<file path="src/rtl/int2float_pkg.sv">
// Shared constants and helpers for the shared int-to-float conversion pipeline.
// Float format: {exp[2:0], mant[3:0]}; exp=0 holds small integers exactly, exp>0 means ({1,mant} << (exp-1)), truncated.
package int2float_pkg;

    localparam int IW           = 11;
    localparam int OW           = 7;
    localparam int NREQ_DEFAULT = 4;

    function automatic int id_width(input int n);
        return (n <= 1) ? 1 : $clog2(n);
    endfunction

    // Reference conversion written as iterative normalisation, independent of the priority-encoder core.
    function automatic logic [OW-1:0] golden_int2float(input logic [IW-1:0] x);
        logic [IW-1:0] m;
        logic [2:0]    e;
        m = x;
        if (m < IW'(16)) begin
            return {3'd0, m[3:0]};
        end
        e = 3'd1;
        while (m >= IW'(32)) begin
            m = m >> 1;
            e = e + 3'd1;
        end
        return {e, m[3:0]};
    endfunction

endpackage

</file>
<file path="src/rtl/int2float_core.sv">
// Combinational 11-bit unsigned integer to 7-bit float converter (truncating).
module int2float_core
    import int2float_pkg::*;
(
    input  logic [IW-1:0] value,
    output logic [OW-1:0] result
);

    logic [3:0] msb;

    always_comb begin
        msb = 4'd0;
        for (int i = 0; i < IW; i++) begin
            if (value[i]) begin
                msb = 4'(i);
            end
        end
        if (value[IW-1:4] == '0) begin
            result = {3'd0, value[3:0]};
        end else begin
            // Keep the four bits just below the leading one; the leading one is implied.
            result[3:0]    = 4'(value >> (msb - 4'd4));
            result[OW-1:4] = 3'(msb - 4'd3);
        end
    end

endmodule

</file>
<file path="src/rtl/int2float_arbiter.sv">
// Round-robin arbiter feeding a two-stage pipeline around the single shared converter.
// Stage A registers the granted operand, stage B registers the converted result.
module int2float_arbiter #(
    parameter int NREQ = int2float_pkg::NREQ_DEFAULT,
    parameter int IW   = int2float_pkg::IW,
    parameter int OW   = int2float_pkg::OW,
    parameter int IDW  = int2float_pkg::id_width(NREQ)
) (
    input  logic               clk,
    input  logic               rst,
    input  logic [NREQ-1:0]    req_valid,
    input  logic [NREQ*IW-1:0] req_data,
    output logic [NREQ-1:0]    req_ready,
    output logic               res_valid,
    output logic [OW-1:0]      res_data,
    output logic [IDW-1:0]     res_id,
    input  logic               res_ready,
    output logic [15:0]        conv_count
);

    logic [IW-1:0]   operand [NREQ];
    logic [NREQ-1:0] grant;
    logic [IDW-1:0]  grant_id;
    logic            found;
    logic            a_free;
    logic            b_free;
    logic            accept;
    logic [IDW-1:0]  ptr_next;
    logic [OW-1:0]   conv_result;

    logic            op_valid_reg;
    logic [IW-1:0]   op_data_reg;
    logic [IDW-1:0]  op_id_reg;
    logic [IDW-1:0]  ptr_reg;
    logic            res_valid_reg;
    logic [OW-1:0]   res_data_reg;
    logic [IDW-1:0]  res_id_reg;
    logic [15:0]     conv_count_reg;

    generate
        for (genvar gi = 0; gi < NREQ; gi++) begin : g_unpack
            assign operand[gi] = req_data[gi*IW +: IW];
        end
    endgenerate

    // Search upward from ptr, wrapping, so the last winner drops to lowest priority.
    always_comb begin
        grant    = '0;
        grant_id = '0;
        found    = 1'b0;
        for (int k = 0; k < NREQ; k++) begin
            int idx;
            idx = int'(ptr_reg) + k;
            if (idx >= NREQ) begin
                idx = idx - NREQ;
            end
            if (!found && req_valid[idx]) begin
                found       = 1'b1;
                grant[idx]  = 1'b1;
                grant_id    = IDW'(idx);
            end
        end
    end

    assign b_free    = !res_valid_reg || res_ready;
    assign a_free    = !op_valid_reg || b_free;
    assign req_ready = a_free ? grant : '0;
    assign accept    = a_free && found;
    assign ptr_next  = (grant_id == IDW'(NREQ - 1)) ? '0 : grant_id + 1'b1;

    int2float_core u_core (
        .value  (op_data_reg),
        .result (conv_result)
    );

    always_ff @(posedge clk) begin
        if (rst) begin
            op_valid_reg   <= 1'b0;
            op_data_reg    <= '0;
            op_id_reg      <= '0;
            ptr_reg        <= '0;
            res_valid_reg  <= 1'b0;
            res_data_reg   <= '0;
            res_id_reg     <= '0;
            conv_count_reg <= '0;
        end else begin
            if (a_free) begin
                op_valid_reg <= accept;
                if (accept) begin
                    op_data_reg <= operand[grant_id];
                    op_id_reg   <= grant_id;
                    ptr_reg     <= ptr_next;
                end
            end
            if (b_free) begin
                res_valid_reg <= op_valid_reg;
                if (op_valid_reg) begin
                    res_data_reg <= conv_result;
                    res_id_reg   <= op_id_reg;
                end
            end
            if (res_valid_reg && res_ready) begin
                conv_count_reg <= conv_count_reg + 16'd1;
            end
        end
    end

    assign res_valid  = res_valid_reg;
    assign res_data   = res_data_reg;
    assign res_id     = res_id_reg;
    assign conv_count = conv_count_reg;

endmodule

</file>
<file path="config.mk">
export PLATFORM = sky130hd
export DESIGN_NAME = int2float_arbiter
export DESIGN_NICKNAME = d
export VERILOG_FILES = /design/src/rtl/int2float_pkg.sv /design/src/rtl/int2float_core.sv /design/src/rtl/int2float_arbiter.sv
export SDC_FILE = /design/constraint.sdc
export NUM_CORES = 1
export LEC_CHECK = 0
export ABC_AREA = 1
export BUFFER_PORTS_ARGS = -buffer_cell sky130_fd_sc_hd__buf_2
export CAP_MARGIN = 20
export CORE_MARGIN = 1
export CORE_UTILIZATION = 52
export CTS_BUF_LIST = sky130_fd_sc_hd__clkbuf_4 sky130_fd_sc_hd__clkbuf_8
export DETAILED_ROUTE_END_ITERATION = 6
export HOLD_SLACK_MARGIN = 0.05
export PLACE_DENSITY = 0.79
export SETUP_SLACK_MARGIN = 0.15
export SYNTH_ARGS = -nofsm -noshare
export SYNTH_HDL_FRONTEND = slang
export SYNTH_SLANG_ARGS = --single-unit
</file>
<file path="constraint.sdc">
create_clock -name clk -period 3.43 [get_ports clk]
set_input_delay 0.343 -clock clk [delete_from_list [all_inputs] [get_ports clk]]
set_output_delay 0.343 -clock clk [all_outputs]
set_load 0.005 [all_outputs]
</file>
==> impl_metrics.ini, run 1 <==
[global_routing]
antenna_found_initial = 0
grt_pass1_vias = 3058
grt_overflow_total = 0
global_route.usage.total = 0.268
grt_pass1_wl_mm = 13.1
grt_max_degree = 29

[power]
power_density_nw_per_um2 = 1010
swShare = 0.512
clkPwrFrac = 0.135
max-vdd-ir-drop_uv = 548
intPower_w = 0.00171
switchingPower_w = 0.00179
p_seq_frac = 0.204
pwr-share-comb = 0.661
p_leak_nw = 1.85

[logic_synthesis]
synthTopCellsByCount = nand2_1, inv_1, nand3_1
synth_seq_cells = 42
syn-cell-area_um2 = 2920
ys_warn_count = 0
ys_seq_area_frac = 0.288
ys_types = 34
syn-instance-count = 475
synth_edf_count = 0
yosysMostFrequentCell = nand2_1
synthTopCellsByArea = dfxtp_1, nand2_1, inv_1
avgSynthCellArea_um2 = 6.14
synthArstFlopShare = 0
synth_top_flop_cell = dfxtp_1
syn_nets = 532
yosysTopAreaCell = dfxtp_1
synth.top_cell.area_share = 0.288

[timing]
finClkSkew_ns = 0.00876
tns_ns = 0
report.final.slew_viol_count = 0
slew_headroom = 0.646
clock.fmax_ghz = 0.358
finalHoldViolCount = 0
rsz0062_at_grt = false
worst_pin_slew_ns = 0.530
setup_viol = 0
fin_crit_sh = 0.815
whs_ns = 0.396
fin_crit_ns = 2.80

[floorplanning]
die_height_um = 76.9
coreArea_um2 = 5270
die-area_um2 = 5910
initial_utilization = 0.554
die_w_um = 76.9
pin_count = 81
fp-row-count = 26

[worst_setup_path]
r2r_slack_ns = 0.71
worst-path-buf-inv = 4
required_ns = 3.09
crit_path_end_kind = output port
r2r_cells = 14
rr_endpoint = op_data_reg[9]
critPathKind = flip-flop to output port
cp-start-kind = flip-flop
slowest_delay_ns = 0.49
cp_cell_sequence = inv_2 -> ha_1 -> nand2_1 -> o21ai_2 -> nor2_4 -> nand2_2 -> nor2_2 -> inv_1 -> o21ai_0 -> nand2_1 -> inv_1 -> buf_2
crit_fanout = 9
critPathArrivalTime_ns = 2.45
cp_slowest_cell = dfxtp_1
critPathTopFamily = simple AND/OR/NAND/NOR gates

[clocking]
postCtsSetupBuffers = 0
numCtsBuffers = 5
cts_hold_repair.buffers = 0
clk_latency_ns = 0.30
cts_sinks = 42
cts.htree.levels = 2
cts_tree = built
root_buffer = clkbuf_8
clk_pin_slew_ns = 0.08
post_cts_resized = 0
clock_path_buffers = 2

[hold_path]
hold_depth = 4
hold_class = input port to flip-flop
min_from = res_ready
min_to = res_valid

[finish]
synthToLayoutAreaGrowth_pct = 19.3
antenna_cells = 0
fin_nets = 606
largest_register_ffs = 16
drive_above_1_share = 0.195
fin_util = 0.660

[routing]
firstDrtPassIters = 5
drc = 0
dr.first_iter.drc_count = 300
via_per_inst = 5.35
vias = 3319
wl_per_cell_um = 12.3
ant_nets = 0
routed_wl_mm = 7.61

[placed_design]
dp_hpwl_mm = 5.68
routabilityCongestion = 0.905
place.port_buffers = 80

[flow_run]
drv_cap = 0

[status]
run_status = finished, final reports clean
[power by group through the flow]
| stage | clock network, W | registers [W] | logic (W) |
|---|---|---|---|
| 6_report | 0.000471 | 0.000715 | 0.00232 |
| 5_1_grt | 0.000499 | 0.000734 | 0.00261 |
| 4_1_cts | 0.000476 | 0.000713 | 0.00227 |
| 3_5_place_dp | 0 | 0.000723 | 0.00226 |
| 3_3_place_gp | 0 | 0.000719 | 0.00220 |
| 2_1_floorplan | 0 | 0.000706 | 0.00183 |
[layer usage]
layer / global-route usage / part of all wire / vias up
li1: - / - / 1670
met1: 0.311 / 0.43 / 1497
met2: 0.492 / 0.50 / 130
met3: 0.0500 / 0.054 / 22
met4: 0.0769 / 0.022 / 0
met5: 0 / 0 / -
[per-stage QoR]
stage | area (um^2) | setup slack (ns) | instances | total power [W]
after floorplan | 2920 | 1.29 | 475 | 0.00254
after global placement | 3340 | 0.880 | 612 | 0.00291
after detailed placement | 3340 | 0.764 | 612 | 0.00298
after CTS | 3480 | 0.660 | 620 | 0.00346
after global routing | 3480 | 0.347 | 620 | 0.00384
final | 3480 | 0.633 | 620 | 0.00350
[cell usage in the layout, fill, tap and decap left out, types with 4 or more instances in the layout]
master / synthesis / routed
o21ai_1: 5 / 5
inv_1: 83 / 83
nor2_1: 36 / 36
nand3b_1: 22 / 22
nand3_1: 60 / 60
o22ai_1: 5 / 5
o21ai_0: 20 / 20
ha_1: 6 / 6
dfxtp_1: 42 / 42
nor3_1: 7 / 7
nand2_2: 4 / 4
a21oi_1: 38 / 38
clkbuf_8: 0 / 5
buf_2: 5 / 80
nand2_1: 105 / 105
[tightest hold or removal path, delay by kind of cell]
kind / cells / cell delay, ns
buf+inv: 2 / 0.13
compound gates: 1 / 0.07
simple gates: 1 / 0.10
[final cells by class]
class / count / area, um^2
multi-input cells: 331 / 1670
inverters: 86 / 323
clock inverters: 3 / 68.8
repair buffers: 83 / 423
well taps: 70 / 87.6
fillers: 501 / 1790
clock buffers: 5 / 68.8
flip-flops and latches: 42 / 841
[how the worst max path moves through the flow]
stage / from / to / slack, ns / depth (start not counted)
after global routing: flip-flop / req_ready[3] / 0.35 / 12
after CTS: flip-flop / req_ready[0] / 0.66 / 12
final: flip-flop / req_ready[0] / 0.63 / 12
after global placement: flip-flop / op_data_reg[2] / 0.88 / 14
after floorplan: flip-flop / op_data_reg[0] / 1.29 / 13
after detailed placement: flip-flop / op_data_reg[2] / 0.76 / 14
[cells by family (layout without fill, tap and decap cells)]
group | after synthesis | count (layout) | share of synthesized area
AOI/OAI and AO/OA | 80 | 80 | 0.152
adders and majority gates | 6 | 6 | 0.0257
xor gates and xnor gates | 3 | 3 | 0.00901
DFF | 42 | 42 | 0.288
buffers and inverters | 102 | 177 | 0.140
and+or+nand+nor | 242 | 242 | 0.386
(Power assumes the default switching activity.)
==> run 2: changes to the inputs <==
--- a/config.mk
+++ b/config.mk
@@ -9,7 +9,7 @@
 export BUFFER_PORTS_ARGS = -buffer_cell sky130_fd_sc_hd__buf_2
 export CAP_MARGIN = 20
 export CORE_MARGIN = 1
-export CORE_UTILIZATION = 52
+export CORE_UTILIZATION = 49
 export CTS_BUF_LIST = sky130_fd_sc_hd__clkbuf_4 sky130_fd_sc_hd__clkbuf_8
 export DETAILED_ROUTE_END_ITERATION = 6
 export HOLD_SLACK_MARGIN = 0.05
==> constraint.sdc (replaced) <==
create_clock -name clk -period 2.3 [get_ports clk]
set_input_delay 0.23 -clock clk [delete_from_list [all_inputs] [get_ports clk]]
set_output_delay 0.23 -clock clk [all_outputs]
set_load 0.005 [all_outputs]
==> impl_metrics.ini, run 2 (synthesized netlist as in run 1, its figures left out) <==
[finish]
synthToLayoutAreaGrowth_pct = 27.9
largest_register_ffs = 16
final_common_cell = nand2_1
drive_above_1_share = 0.247
final-instance-count-excl-fill = 635
fin_nets = 620
final_cell_mix = nand2_1, inv_1, buf_2
antenna_cells = 0

[power]
p_seq_frac = 0.185
p_total_w = 0.00574
clkPwrFrac = 0.105
max-vdd-ir-drop_uv = 747
pwr-share-comb = 0.710
switchingPower_w = 0.00291
power_density_nw_per_um2 = 1540
p_leak_nw = 1.94
swShare = 0.507
intPower_w = 0.00283

[timing]
rsz0062_at_grt = true
setup_viol = 0
fin_ws_ns = 0.0762
finClkSkew_ns = 0.00502
whs_ns = 0.294
fin_crit_ns = 2.22
fin_crit_sh = 0.967
worst_pin_slew_ns = 0.485
tns_ns = 0
report.final.slew_viol_count = 0
clock.fmax_ghz = 0.450
finalHoldViolCount = 0
slew_headroom = 0.676

[hold_path]
min_from = res_ready
hold_depth = 4
hold_class = input port to flip-flop
min_to = res_valid

[clocking]
cts_sinks = 42
cts_tree = built
cts_hold_repair.buffers = 0
clock_path_buffers = 2
clk_latency_ns = 0.29
clk_pin_slew_ns = 0.08
root_buffer = clkbuf_8
cts.htree.levels = 2
numCtsBuffers = 5

[global_routing]
grt_max_degree = 28
grt_pass1_vias = 3137
antenna_found_initial = 0
global_route.usage.total = 0.267
grt_pass1_wl_mm = 13.6
grt_overflow_total = 0

[floorplanning]
die_w_um = 79.2
initial_utilization = 0.520
pin_count = 81
die-area_um2 = 6270
fp-row-count = 27
coreArea_um2 = 5610
die_height_um = 79.2

[worst_setup_path]
cp_common_cell = buf_6
critPathTopFamily = buffers and inverters
crit_path_end_kind = output port
r2r_slack_ns = 0.16
rr_endpoint = op_data_reg[1]
r2r_cells = 15
required_ns = 2.07
slowest_delay_ns = 0.37
critPathKind = flip-flop to output port
critPathArrivalTime_ns = 1.99
worst-path-buf-inv = 5
cp-start-kind = flip-flop
crit_fanout = 5
cp_cell_sequence = buf_6 -> o21ai_4 -> inv_2 -> nand2_2 -> nand2_4 -> nor2_4 -> buf_6 -> nand2_8 -> o22ai_2 -> a21oi_1 -> o21ai_1 -> nand2_1 -> inv_1 -> buf_2
cp_slowest_cell = dfxtp_4

[placed_design]
place.port_buffers = 80
place_inst = 622
dp_slack_ns = 0.0732
routabilityCongestion = 0.899
dp_hpwl_mm = 5.76

[routing]
firstDrtPassIters = 5
ant_nets = 0
drc = 0
vias = 3344
via_per_inst = 5.27
dr.first_iter.drc_count = 247
wl_per_cell_um = 12.6
routed_wl_mm = 8.00

[flow_run]
drv_cap = 0

[status]
run_status = finished, final reports clean
==> run 2: worst max-delay path by stage <==
stage	to	slack, ns	depth (start not counted)
after CTS	req_ready[3]	0.15	15
after floorplan	op_data_reg[0]	0.16	13
after global routing	req_ready[2]	0.01	14
after detailed placement	op_data_reg[1]	0.07	14
final	req_ready[3]	0.08	14
after global placement	op_data_reg[9]	0.20	14
==> run 2: power groups by stage <==
stage          sequential (W)  combinational [W]  clock, W
2_1_floorplan         0.00105            0.00273         0
3_3_place_gp          0.00106            0.00349         0
3_5_place_dp          0.00106            0.00355         0
4_1_cts               0.00105            0.00389  0.000613
5_1_grt               0.00108            0.00453  0.000642
6_report              0.00106            0.00408  0.000604
==> run 2: timing repair <==
action	CTS	global route
setup endpoints to repair	16	19
buffers inserted	6	0
gates resized for setup	29	14
pin swaps	3	2
==> run 2: per-stage QoR <==
| step | util | instance area (um^2) |
|---|---|---|
| after floorplan | - | 2920 |
| after detailed placement | 0.610 | 3420 |
| after CTS | 0.657 | 3680 |
| final | 0.665 | 3730 |
| after global routing | 0.665 | 3730 |
| after global placement | 0.610 | 3420 |
==> run 2: cell type report <==
type / count / area (um^2)
fill: 513 / 1880
multi-input combinational: 331 / 1800
sequential: 42 / 846
timing repair buffer: 97 / 552
inverter: 86 / 328
tap: 72 / 90.1
clock buffer: 6 / 82.6
clock inverter: 1 / 30.0
==> run 2: worst min-delay path: cells and delay by family <==
family,cells,cell delay [ns]
and+or+nand+nor,1,0.10
buffers and inverters,2,0.13
AOI/OAI and AO/OA,1,0.08
==> run 2: per-layer routing <==
| metal | vias up | wire length, um | GRT usage |
|---|---|---|---|
| li1 | 1702 | - | - |
| met3 | 18 | 433 | 0.0437 |
| met5 | - | 0 | 0 |
| met1 | 1507 | 3600 | 0.338 |
| met2 | 117 | 3830 | 0.458 |
| met4 | 0 | 142 | 0.0909 |
==> run 3: changes to the inputs <==
--- a/config.mk
+++ b/config.mk
@@ -5,7 +5,6 @@
 export SDC_FILE = /design/constraint.sdc
 export NUM_CORES = 1
 export LEC_CHECK = 0
-export ABC_AREA = 1
 export BUFFER_PORTS_ARGS = -buffer_cell sky130_fd_sc_hd__buf_2
 export CAP_MARGIN = 20
 export CORE_MARGIN = 1
@@ -13,7 +12,7 @@
 export CTS_BUF_LIST = sky130_fd_sc_hd__clkbuf_4 sky130_fd_sc_hd__clkbuf_8
 export DETAILED_ROUTE_END_ITERATION = 6
 export HOLD_SLACK_MARGIN = 0.05
-export PLACE_DENSITY = 0.79
+export PLACE_DENSITY = 0.78
 export SETUP_SLACK_MARGIN = 0.15
 export SYNTH_ARGS = -nofsm -noshare
 export SYNTH_HDL_FRONTEND = slang
==> impl_metrics.ini, run 3 <==
[floorplanning]
die-area_um2 = 6370
coreArea_um2 = 5680
die_w_um = 79.8
die_height_um = 79.8
initial_utilization = 0.523
pin_count = 81
fp-row-count = 27

[placed_design]
dp_slack_ns = -0.112
place.port_buffers = 80
dp_hpwl_mm = 5.36
placed_cell_area_um2 = 3470
routabilityCongestion = 0.986

[clocking]
cts_tree = built
clock_path_buffers = 2
clk_pin_slew_ns = 0.08
cts.htree.levels = 2
root_buffer = clkbuf_8
cts_hold_repair.buffers = 0
cts_sinks = 42
clk_latency_ns = 0.30
numCtsBuffers = 5

[logic_synthesis]
synth_edf_count = 0
syn-instance-count = 357
ys_warn_count = 0
syn-cell-area_um2 = 2970
synthArstFlopShare = 0
synthTopCellsByArea = dfxtp_1, mux2i_1, nor2_1
yosysTopAreaCell = dfxtp_1
ys_seq_area_frac = 0.283
synth_seq_cells = 42
synth.top_cell.area_share = 0.283
ys_types = 58
yosysMostFrequentCell = dfxtp_1
syn_nets = 414
synthTopCellsByCount = dfxtp_1, nor2_1, mux2i_1
avgSynthCellArea_um2 = 8.31
synth_top_flop_cell = dfxtp_1

[power]
max-vdd-ir-drop_uv = 764
p_leak_nw = 1.78
power_density_nw_per_um2 = 1380

[timing]
rsz0062_at_grt = true
fin_crit_sh = 1.11
clock.fmax_ghz = 0.393
fin_crit_ns = 2.54
report.final.slew_viol_count = 0
worst_pin_slew_ns = 0.668
setup_viol = 17
fin_ws_ns = -0.243
finalHoldViolCount = 0
tns_ns = -2.74
slew_headroom = 0.553
finClkSkew_ns = 0.0109

[finish]
stdcell_area_um2 = 3920
antenna_cells = 0
fin_nets = 504
final_cell_mix = buf_2, nor2_1, dfxtp_1
final_common_cell = buf_2
multiInputGateArea_um2 = 2090
nFillCells = 450
regArea_um2 = 845
synthToLayoutAreaGrowth_pct = 32.0
drive_above_1_share = 0.373
largest_register_ffs = 16

[routing]
routed_wl_mm = 8.07
drc = 0
wl_per_cell_um = 15.5
firstDrtPassIters = 4
vias = 3053
via_per_inst = 5.87
dr.first_iter.drc_count = 193
ant_nets = 0

[hold_path]
hold_depth = 4
hold_class = input port to flip-flop

[flow_run]
drv_cap = 0

[worst_setup_path]
crit_path_end_kind = output port
cp_cell_sequence = inv_2 -> ha_4 -> mux4_2 -> buf_6 -> buf_12 -> a22o_4 -> mux2i_1 -> a21oi_1 -> buf_2
slowest_delay_ns = 0.52
required_ns = 2.07
critPathArrivalTime_ns = 2.31
cp.depth = 9
r2r_cells = 11
cp_slowest_cell = mux4_2
critPathTopFamily = multiplexers
worst-path-buf-inv = 4
cp-start-kind = flip-flop
crit_fanout = 4
critPathKind = flip-flop to output port

[global_routing]
grt_pass1_vias = 2901
global_route.usage.total = 0.258
grt_pass1_wl_mm = 13.1
grt_overflow_total = 0
antenna_found_initial = 0
grt_max_degree = 19

[status]
violations = setup timing
run_status = finished with violations
## run 3: cell count changes after synthesis, moves of 13 or more
cell / delta
nand3_1: -56
clkbuf_1: +13
nand3b_1: -16
a21oi_1: -18
mux2_2: +13
inv_1: -73
nand2_1: -79
mux2i_1: +32
## run 3: cell type report
cell class,instances,area share
well taps,72,0.0230
clock buffers,5,0.0176
clock inverters,3,0.00607
inverters,10,0.00958
repair buffers,111,0.195
multi-input cells,277,0.534
flip-flops and latches,42,0.216
## run 3: stage by stage
stage          hold WS, ns  total power (W)  std cells  utilization
2_1_floorplan        0.400          0.00324        357            -
3_3_place_gp         0.441          0.00381        499        0.612
3_5_place_dp         0.444          0.00388        499        0.612
4_1_cts              0.284          0.00500        518        0.664
5_1_grt              0.310          0.00575        520        0.690
6_report             0.293          0.00539        520        0.690
## run 3: power breakdown
part | internal [W] | total [W] | leakage (nW) | switching, W
combinational | 0.00207 | 0.00375 | 1.39 | 0.00168
clock | 0.000217 | 0.000496 | 0.0408 | 0.000279
sequential | 0.000903 | 0.00114 | 0.345 | 0.000242
## run 3: cells by family after synthesis
| family | Yosys count | synth area share |
|---|---|---|
| AND/OR/NAND/NOR | 121 | 0.204 |
| AO/OA/AOI/OAI | 86 | 0.201 |
| multiplexers | 48 | 0.176 |
| flip-flops | 42 | 0.283 |
| buffers and inverters | 38 | 0.0628 |
| XOR/XNOR | 16 | 0.0472 |
| adder cells (fa/ha/maj) | 6 | 0.0253 |
## run 3: worst paths after layout
check              startpoint  slack (ns)         endpoint
setup / recovery    flip-flop       -0.24     req_ready[0]
hold reg to reg   res_data[0]        0.45      res_data[0]
hold / removal      res_ready        0.29        res_valid
setup reg to reg    flip-flop       -0.21  op_data_reg[10]
## run 3: repair_timing
action                                  4_1_cts  5_1_grt
gates resized for setup                      17       27
endpoints found under the setup margin       16       21
cloned                                        3        0
buffers inserted                              8        2
pin swaps                                     4        9
## run 3: worst reg2reg max path, stage by stage, from the launching register on
cell      delay, ns
dfxtp_2        0.34
inv_2          0.05
ha_4           0.26
mux4_2         0.52
nor3b_4        0.18
a211oi_4       0.23
buf_6          0.17
buf_12         0.10
buf_16         0.12
mux2i_1        0.07
mux2_2         0.27
o21ai_2        0.14
## run 3: per-layer routing
layer / vias to the layer above / wire length (um) / GRT usage
met4: 0 / 174 / 0.100
met2: 126 / 4250 / 0.472
met3: 17 / 413 / 0.0411
met5: - / 0 / 0
met1: 1438 / 3220 / 0.298
li1: 1472 / - / -
